$ cat src/rtl/flow_collect_if.sv
// Producer/consumer handshake bundle for flow_collect: result input side and drain side.
interface flow_collect_if #(
    parameter int WIDTH = 32
);
    logic             in_valid;
    logic [WIDTH-1:0] in_data;
    logic             in_ready;
    logic             out_valid;
    logic [WIDTH-1:0] out_data;
    logic             out_ready;

    modport master (
        output in_valid,
        output in_data,
        output out_ready,
        input  in_ready,
        input  out_valid,
        input  out_data
    );

    modport slave (
        input  in_valid,
        input  in_data,
        input  out_ready,
        output in_ready,
        output out_valid,
        output out_data
    );
endinterface

$ cat src/rtl/flow_collect.sv
// Captures flow results into a FWFT FIFO and keeps sum/overflow/max over accepted words.
// Push visible one cycle later; in_ready drops only when full, independent of out_ready.
module flow_collect #(
    parameter int  WIDTH = 32,
    parameter int  DEPTH = 4,
    localparam int CW    = $clog2(DEPTH) + 1
) (
    input  logic             clk,
    input  logic             rst_n,
    input  logic             clear,
    flow_collect_if.slave    io,
    output logic [CW-1:0]    count,
    output logic [WIDTH-1:0] sum,
    output logic             sum_ovf,
    output logic [WIDTH-1:0] max_val
);
    localparam int AW = $clog2(DEPTH);

    logic [WIDTH-1:0] r_mem [DEPTH];
    logic [AW-1:0]    r_wr_ptr;
    logic [AW-1:0]    r_rd_ptr;
    logic [CW-1:0]    r_count;
    logic [WIDTH-1:0] r_sum;
    logic             r_ovf;
    logic [WIDTH-1:0] r_max;

    logic             w_in_ready;
    logic             w_out_valid;
    logic             w_push;
    logic             w_pop;
    logic [WIDTH:0]   w_sum_ext;

    // Flow control comes only from registered occupancy, so no input-to-output path exists.
    assign w_in_ready  = (r_count != CW'(DEPTH));
    assign w_out_valid = (r_count != '0);
    assign w_push      = io.in_valid && w_in_ready;
    assign w_pop       = w_out_valid && io.out_ready;
    assign w_sum_ext   = {1'b0, r_sum} + {1'b0, io.in_data};

    assign io.in_ready  = w_in_ready;
    assign io.out_valid = w_out_valid;
    assign io.out_data  = r_mem[r_rd_ptr];
    assign count        = r_count;
    assign sum          = r_sum;
    assign sum_ovf      = r_ovf;
    assign max_val      = r_max;

    // Storage is left untouched by reset and clear; only the pointers decide what is live.
    always_ff @(posedge clk) begin
        if (w_push && !clear) begin
            r_mem[r_wr_ptr] <= io.in_data;
        end
    end

    always_ff @(posedge clk or negedge rst_n) begin
        if (!rst_n) begin
            r_wr_ptr <= '0;
            r_rd_ptr <= '0;
            r_count  <= '0;
            r_sum    <= '0;
            r_ovf    <= 1'b0;
            r_max    <= '0;
        end else if (clear) begin
            r_wr_ptr <= '0;
            r_rd_ptr <= '0;
            r_count  <= '0;
            r_sum    <= '0;
            r_ovf    <= 1'b0;
            r_max    <= '0;
        end else begin
            if (w_push) begin
                r_wr_ptr <= r_wr_ptr + AW'(1);
            end
            if (w_pop) begin
                r_rd_ptr <= r_rd_ptr + AW'(1);
            end
            case ({w_push, w_pop})
                2'b10:   r_count <= r_count + CW'(1);
                2'b01:   r_count <= r_count - CW'(1);
                default: r_count <= r_count;
            endcase
            if (w_push) begin
                r_sum <= w_sum_ext[WIDTH-1:0];
                r_ovf <= r_ovf | w_sum_ext[WIDTH];
                if (io.in_data > r_max) begin
                    r_max <= io.in_data;
                end
            end
        end
    end
endmodule

$ cat src/flat_wrapper.sv
// flat-port wrapper written by rule: the top's interface ports become plain ports
module flow_collect_flat 
#(
    parameter int  WIDTH = 32,
    parameter int  DEPTH = 4,
    localparam int CW    = $clog2(DEPTH) + 1
)
  (clk, rst_n, clear, count, sum, sum_ovf, max_val, io_in_valid, io_in_data, io_out_ready, io_in_ready, io_out_valid, io_out_data);
  flow_collect_if #(.WIDTH(WIDTH)) io_i ();
  input  logic clk;
  input  logic rst_n;
  input  logic clear;
  output logic [CW-1:0] count;
  output logic [WIDTH-1:0] sum;
  output logic sum_ovf;
  output logic [WIDTH-1:0] max_val;
  input wire logic [$bits(io_i.in_valid)-1:0] io_in_valid;
  input wire logic [$bits(io_i.in_data)-1:0] io_in_data;
  input wire logic [$bits(io_i.out_ready)-1:0] io_out_ready;
  output wire logic [$bits(io_i.in_ready)-1:0] io_in_ready;
  output wire logic [$bits(io_i.out_valid)-1:0] io_out_valid;
  output wire logic [$bits(io_i.out_data)-1:0] io_out_data;
  assign io_i.in_valid = io_in_valid;
  assign io_i.in_data = io_in_data;
  assign io_i.out_ready = io_out_ready;
  assign io_in_ready = io_i.in_ready;
  assign io_out_valid = io_i.out_valid;
  assign io_out_data = io_i.out_data;
  flow_collect #(.WIDTH(WIDTH), .DEPTH(DEPTH)) u_core (.clk(clk), .rst_n(rst_n), .clear(clear), .io(io_i), .count(count), .sum(sum), .sum_ovf(sum_ovf), .max_val(max_val));
endmodule
$ cat config.mk
export PLATFORM = sky130hd
export DESIGN_NAME = flow_collect_flat
export DESIGN_NICKNAME = d
export VERILOG_FILES = /design/src/rtl/flow_collect_if.sv /design/src/rtl/flow_collect.sv /design/src/flat_wrapper.sv
export SDC_FILE = /design/constraint.sdc
export NUM_CORES = 1
export LEC_CHECK = 0
export ABC_AREA = 1
export ABC_CLOCK_PERIOD_IN_PS = 3700
export CELL_PAD_IN_SITES_DETAIL_PLACEMENT = 1
export CELL_PAD_IN_SITES_GLOBAL_PLACEMENT = 1
export CORE_ASPECT_RATIO = 0.5
export CORE_MARGIN = 4
export CORE_UTILIZATION = 43
export DETAILED_ROUTE_END_ITERATION = 12
export GPL_TIMING_DRIVEN = 1
export PLACE_DENSITY_LB_ADDON = 0.1
export SLEW_MARGIN = 20
export SYNTH_ARGS = -nofsm -noshare
export SYNTH_HDL_FRONTEND = slang
export SYNTH_SLANG_ARGS = --single-unit
$ cat constraint.sdc
create_clock -name clk -period 3.7 [get_ports clk]
set_input_delay 0.925 -clock clk [delete_from_list [all_inputs] [get_ports clk]]
set_output_delay 0.925 -clock clk [all_outputs]
set_load 0.1 [all_outputs]
==> results of run 1 <==
==> per-layer routing <==
| layer | track usage | wire length (um) |
|---|---|---|
| met3 | 0.0378 | 1590 |
| met2 | 0.418 | 16200 |
| met1 | 0.377 | 16600 |
| met5 | 0 | 0 |
| met4 | 0.0589 | 505 |
==> worst max-delay path by stage <==
stage,end,cells past startpoint,from
2_1_floorplan,u_core.r_mem[0][0],7,u_core.count[1]
3_3_place_gp,u_core.sum_ovf,13,io_in_data[0]
3_5_place_dp,u_core.max_val[15],13,io_in_data[7]
4_1_cts,io_out_data[16],4,u_core.r_rd_ptr[0]
5_1_grt,io_out_data[19],4,u_core.r_rd_ptr[0]
6_report,io_out_data[16],4,u_core.r_rd_ptr[0]
==> flip-flops by register name (all words and copies together), names as in the netlist <==
register,count
u_core.sum_ovf,1
u_core.r_wr_ptr,2
u_core.max_val,32
u_core.r_rd_ptr,2
u_core.sum,32
u_core.count,3
u_core.r_mem,128
==> through the flow <==
step,hold slack [ns],worst slack (ns),instances
floorplan,0.492,-0.137,1188
global placement,0.471,0.319,1646
detailed placement,0.509,0.254,1646
CTS,0.529,0.346,1678
global route,0.541,0.258,1678
finish,0.501,0.401,1679
==> critical path: stages, from the launching register on <==
cell	delay, ns
sky130_fd_sc_hd__dfrtp_2	0.57
sky130_fd_sc_hd__buf_4	0.50
sky130_fd_sc_hd__o21ai_0	0.20
sky130_fd_sc_hd__o22ai_1	0.42
sky130_fd_sc_hd__buf_12	0.24
==> cell type report <==
class,count,area (um^2),share of cell area
inverters,131,492,0.0373
clock buffers,19,433,0.0329
diodes,1,2.50,0.000190
flip-flops and latches,200,5650,0.429
multi-input cells,814,4310,0.327
well taps,336,420,0.0319
repair buffers,165,1760,0.133
clock inverters,13,113,0.00855
==> cell usage after synthesis <==
cell type                    n
sky130_fd_sc_hd__or2_2       1
sky130_fd_sc_hd__nor2_2      2
sky130_fd_sc_hd__nand2_4     2
sky130_fd_sc_hd__o21ai_0   106
sky130_fd_sc_hd__nor3_1      4
sky130_fd_sc_hd__o21bai_1    1
sky130_fd_sc_hd__nand3b_1    2
sky130_fd_sc_hd__nor2_1    122
sky130_fd_sc_hd__buf_1       3
sky130_fd_sc_hd__o22ai_1    32
sky130_fd_sc_hd__xnor2_1    14
sky130_fd_sc_hd__o21ai_1     6
sky130_fd_sc_hd__nand3_1    74
sky130_fd_sc_hd__nand2_1   281
sky130_fd_sc_hd__nand4_1    36
sky130_fd_sc_hd__ha_1       68
sky130_fd_sc_hd__nand2_2     1
sky130_fd_sc_hd__inv_1     130
sky130_fd_sc_hd__a22o_1      2
sky130_fd_sc_hd__o21a_1      1
sky130_fd_sc_hd__a21oi_2     2
sky130_fd_sc_hd__clkbuf_1   22
sky130_fd_sc_hd__and2_1      1
sky130_fd_sc_hd__xor2_1      1
sky130_fd_sc_hd__and3_1      1
sky130_fd_sc_hd__buf_4       7
sky130_fd_sc_hd__edfxtp_1  128
sky130_fd_sc_hd__inv_2       1
sky130_fd_sc_hd__dfrtp_1    72
sky130_fd_sc_hd__a21oi_1    51
sky130_fd_sc_hd__buf_2      11
sky130_fd_sc_hd__a21o_1      1
sky130_fd_sc_hd__fa_1        2
==> power groups by stage <==
stage	logic (mW)	clock network (mW)	registers, mW
floorplan	2.68	0	3.89
global placement	5.34	0	2.86
detailed placement	5.45	0	2.87
CTS	5.47	1.83	2.83
global route	5.76	1.95	2.86
finish	5.44	1.81	2.82
==> cells by family (layout without fill, tap and decap cells) <==
logic type,Yosys count,after routing,share of synthesized area
other,0,1,0
AOI/OAI and AO/OA,202,202,0.101
xor gates and xnor gates,15,15,0.0124
buffers and inverters,174,328,0.0652
adders and majority gates,70,70,0.0837
and+or+nand+nor,527,527,0.207
DFF,200,200,0.531
==> metrics.txt, run 1 <==
result of the run=completed; number of buffers between clock root and the deepest sink=2; number of primary I/O pins=139; proportion of layout cells with a drive suffix above 1=0.121; startpoint types=register; synth-to-layout area growth=23.8%; switching part of the total power=0.510; Placed Area=between 10000 and 15000 um^2; source-to-sink clock delay at the later pin of the worst-skew pair=roughly 0.45 ns; drc violations=0; critical-path maximum fanout=50; half-perimeter wire length of the detailed placement result=25800 um; final design utilization=0.545; FF+latch count, synth=200; capturing element type of the critical path=primary output; total routing usage reported by global routing=0.260; Min-Delay Path Class=in2async; Final period util=0.892; worst flop-to-flop path endpoint=u_core.r_mem[3][3]; CTS Buf Count=17; num rows=40; logic gate share of total power=0.540; cts hold-fix bufs=0; worst endpoint required time=2.77 ns; cell area after synthesis=10600 um^2; register area share after synthesis=0.531; cell types with the largest area share after synthesis=sky130_fd_sc_hd__edfxtp_1 (36%), sky130_fd_sc_hd__dfrtp_1 (17%), sky130_fd_sc_hd__nand2_1 (9.9%), sky130_fd_sc_hd__ha_1 (8.0%), sky130_fd_sc_hd__o21ai_0 (5.0%); maximum resistive drop on vdd=415 uV; Finish-stage setup viols=0; setup slack, reg-to-reg=approximately 1.2 ns; buffer count from post-CTS setup fixing=0; Max Fclk=slightly above 300 MHz; sum of negative setup slack=0 ns; global placement routability congestion=0.866; number of gates given a new drive strength after cts=0; total chip power=10.1 mW; Synth Instances=~1200; Final min period=about 3.3 ns; mean instance size in the synthesized netlist=roughly 9.0 um^2; Worst R2R Start=u_core.count[1]; number of antenna violations at the first check in global routing=0; IO Port Bufs=around 140; vias in the first global route=around 9500; share of the synthesized area in the top cell type=0.361; Core Footprint=between 20000 and 25000 um^2; sequential power share=0.280; vias after detailed routing=9170; Slew Limit Fails=0; final layout net count=approximately 1400; internal power consumption=between 4 and 5 mW; number of iterations in the first detailed-routing pass=4; Filler cells=2831; Die Width=around 230 um; total count of hold-check failures in the final report=0; Chip Height=approximately 120 um; leading area contributor after synthesis=sky130_fd_sc_hd__edfxtp_1; Ys Warns=0; total wirelength of the detailed-routed design=34900 um; cell area after layout=roughly 13000 um^2; leading cell types in the layout, fill and taps excluded=sky130_fd_sc_hd__nand2_1 (281), sky130_fd_sc_hd__inv_1 (130), sky130_fd_sc_hd__edfxtp_1 (128); LEAKAGE=between 5 and 6 nW; clock tree from TritonCTS=built; Pwr Density=around 770 nW/um^2; cell at the root of the clock tree=sky130_fd_sc_hd__clkbuf_16; data arrival time at the worst-slack endpoint=between 2 and 2.5 ns; maximum number of pins on one net before global-route repair=73; Die Outline Area=between 20000 and 30000 um^2; share of total power in the clock network=0.180; RSZ-0062 raised after global routing=false; count of max-cap constraint violations=0; routed vias/inst=5.46; path depth of the worst reg2reg path=7; level count of the clock H-tree=4; count of distinct cell types in the synthesized netlist=33; P_sw=5.14 mW; Max-Slew Margin vs Limit=0.337; starting density of the core=0.440; clock transition at the registers of the reported paths=~0.08 ns; final global-route overflow total=0; sinks on the clock net=200; wire length of the first global-routing pass=roughly 55000 um; average routed wire per standard cell=approximately 21 um; most common cell after layout, fill and taps aside=sky130_fd_sc_hd__nand2_1; violation count after the first detailed-route iteration=roughly 720; transition at the pin with the smallest max-transition slack=around 0.99 ns; critical path class=reg2out; clock skew after layout=0.00904 ns; Synth Net Count=1295; post-route ant nets=0
Note: power is estimated with default switching activity, not from simulation.
==> inputs of run 2 (changes only) <==
--- a/config.mk
+++ b/config.mk
@@ -7,11 +7,12 @@
 export LEC_CHECK = 0
 export ABC_AREA = 1
 export ABC_CLOCK_PERIOD_IN_PS = 3700
+export CAP_MARGIN = 25
 export CELL_PAD_IN_SITES_DETAIL_PLACEMENT = 1
 export CELL_PAD_IN_SITES_GLOBAL_PLACEMENT = 1
 export CORE_ASPECT_RATIO = 0.5
 export CORE_MARGIN = 4
-export CORE_UTILIZATION = 43
+export CORE_UTILIZATION = 30
 export DETAILED_ROUTE_END_ITERATION = 12
 export GPL_TIMING_DRIVEN = 1
 export PLACE_DENSITY_LB_ADDON = 0.1
==> metrics.txt, run 2 (synthesis results as in run 1) <==
post-route ant nets=0 (unchanged); drc violations=0 (unchanged); smallest hold slack=0.506 ns (was 0.501 ns); Placed Area=12800 um^2 (was 12600 um^2); total wirelength of the detailed-routed design=35600 um (was 34900 um); worst endpoint required time=2.77 ns (about the same); level count of the clock H-tree=4 (unchanged); Die Outline Area=38700 um^2 (was 27500 um^2); Setup WS pre-CTS=0.198 ns (was 0.254 ns); number of gates given a new drive strength after cts=0 (unchanged); Final period util=0.843 (was 0.892); Pwr Density=759 nW/um^2 (was 765 nW/um^2); setup slack, reg-to-reg=1.44 ns (was 1.23 ns); violation count after the first detailed-route iteration=446 (was 719); leading cell types in the layout, fill and taps excluded=sky130_fd_sc_hd__nand2_1 (281), sky130_fd_sc_hd__inv_1 (129), sky130_fd_sc_hd__edfxtp_1 (128) (was sky130_fd_sc_hd__nand2_1 (281), sky130_fd_sc_hd__inv_1 (130), sky130_fd_sc_hd__edfxtp_1 (128)); Core Footprint=34700 um^2 (was 24200 um^2); cell at the root of the clock tree=sky130_fd_sc_hd__clkbuf_16 (unchanged); source-to-sink clock delay at the later pin of the worst-skew pair=0.46 ns (was 0.45 ns); vias in the first global route=9161 (was 9505); clock skew after layout=0.0182 ns (was 0.00904 ns); average routed wire per standard cell=19.6 um (was 20.8 um); clock tree from TritonCTS=built (unchanged); Finish-stage setup viols=0 (unchanged); count of max-cap constraint violations=0 (unchanged); final layout net count=1438 (was 1436); launching element of the worst setup path=u_core.r_rd_ptr[0] (unchanged); transition at the pin with the smallest max-transition slack=0.782 ns (was 0.992 ns); wire length of the first global-routing pass=54400 um (was 54800 um); sum of negative setup slack=0 ns (unchanged); critical path class=reg2out (unchanged); Max-Slew Margin vs Limit=0.479 (was 0.337); Final min period=3.12 ns (was 3.30 ns); number of antenna violations at the first check in global routing=1 (was 0); Final WS setup=0.582 ns (was 0.401 ns); critical-path maximum fanout=65 (was 50); proportion of layout cells with a drive suffix above 1=0.130 (was 0.121); number of buffers between clock root and the deepest sink=2 (unchanged); total routing usage reported by global routing=0.187 (was 0.260); routed vias/inst=4.82 (was 5.46); RSZ-0062 raised after global routing=false (unchanged); synth-to-layout area growth=26.4% (was 23.8%); IO Port Bufs=138 (unchanged); LEAKAGE=5.98 nW (was 5.90 nW); Chip Height=141 um (was 119 um); Worst R2R Start=u_core.sum[0] (was u_core.count[1]); final design utilization=0.387 (was 0.545); maximum resistive drop on vdd=355 uV (was 415 uV); register with the highest flop count=u_core.r_mem (unchanged); flip-flop count of the largest register after layout=128 (unchanged); Die Width=274 um (was 230 um); worst flop-to-flop path endpoint=u_core.sum[28] (was u_core.r_mem[3][3]); Slew Limit Fails=0 (unchanged); Max Fclk=321 MHz (was 303 MHz); number of primary I/O pins=139 (unchanged); total count of hold-check failures in the final report=0 (unchanged); maximum number of pins on one net before global-route repair=73 (unchanged); buffer count from post-CTS setup fixing=0 (unchanged); Min-Delay Path Class=in2async (unchanged); cell area after layout=13400 um^2 (was 13200 um^2); global placement routability congestion=0.838 (was 0.866); result of the run=completed (unchanged); path depth of the worst reg2reg path=12 (was 7); CTS Buf Count=17 (unchanged); half-perimeter wire length of the detailed placement result=25800 um (about the same); num rows=48 (was 40); sinks on the clock net=200 (unchanged); cts hold-fix bufs=0 (unchanged); vias after detailed routing=8775 (was 9170); number of antenna repair diodes=0 (was 1); most common cell after layout, fill and taps aside=sky130_fd_sc_hd__nand2_1 (unchanged); number of iterations in the first detailed-routing pass=4 (unchanged); data arrival time at the worst-slack endpoint=2.19 ns (was 2.37 ns); startpoint types=register (unchanged); clock transition at the registers of the reported paths=0.08 ns (about the same); final global-route overflow total=0 (unchanged); starting density of the core=0.306 (was 0.440); capturing element type of the critical path=primary output (unchanged)
[run 2: cell count changes in the layout (fill, tap and decap cells not counted), sizes merged]
| cell | previous run | this run |
|---|---|---|
| diode | 1 | 0 |
| clkinvlp | 2 | 0 |
| buf | 120 | 132 |
| clkbuf | 19 | 18 |
| inv | 136 | 137 |
| bufinv | 0 | 2 |
| clkdlybuf4s50 | 45 | 35 |
[run 2: final cells by class]
type                    count  area, um^2
fillers                  4066       21300
well taps                 475         594
clock buffers              18         429
multi-input cells         814        4320
repair buffers            167        1780
clock inverters            14         178
inverters                 131         492
flip-flops and latches    200        5650
[run 2: report_power, final]
part	total (mW)	switching (mW)	internal, mW
Combinational	5.42	3.98	1.44
Clock	1.98	0.947	1.03
Sequential	2.80	0.185	2.62
[run 2: worst max-delay path, stage by stage (launching register included)]
cell	delay (ns)
sky130_fd_sc_hd__dfrtp_2	0.37
sky130_fd_sc_hd__buf_4	0.56
sky130_fd_sc_hd__o21ai_0	0.19
sky130_fd_sc_hd__o22ai_1	0.37
sky130_fd_sc_hd__buf_12	0.23
[run 2: metal layers]
layer / GRT usage / wire length [um]
met5: 0 / 0
met4: 0.0365 / 357
met3: 0.0333 / 1500
met2: 0.306 / 16600
met1: 0.263 / 17100
[run 2: worst max-delay path by stage]
| stage | to | slack, ns | cells past startpoint |
|---|---|---|---|
| floorplan | u_core.r_mem[0][0] | -0.14 | 7 |
| global placement | u_core.sum[30] | 0.26 | 13 |
| detailed placement | u_core.max_val[9] | 0.20 | 11 |
| CTS | io_out_data[1] | 0.52 | 4 |
| global route | io_out_data[16] | 0.40 | 5 |
| finish | io_out_data[16] | 0.58 | 4 |
[run 2: stage by stage]
step / total power [mW] / cells
2_1_floorplan: 6.57 / 1188
3_3_place_gp: 8.28 / 1787
3_5_place_dp: 8.33 / 1787
4_1_cts: 10.3 / 1819
5_1_grt: 10.7 / 1819
6_report: 10.2 / 1819
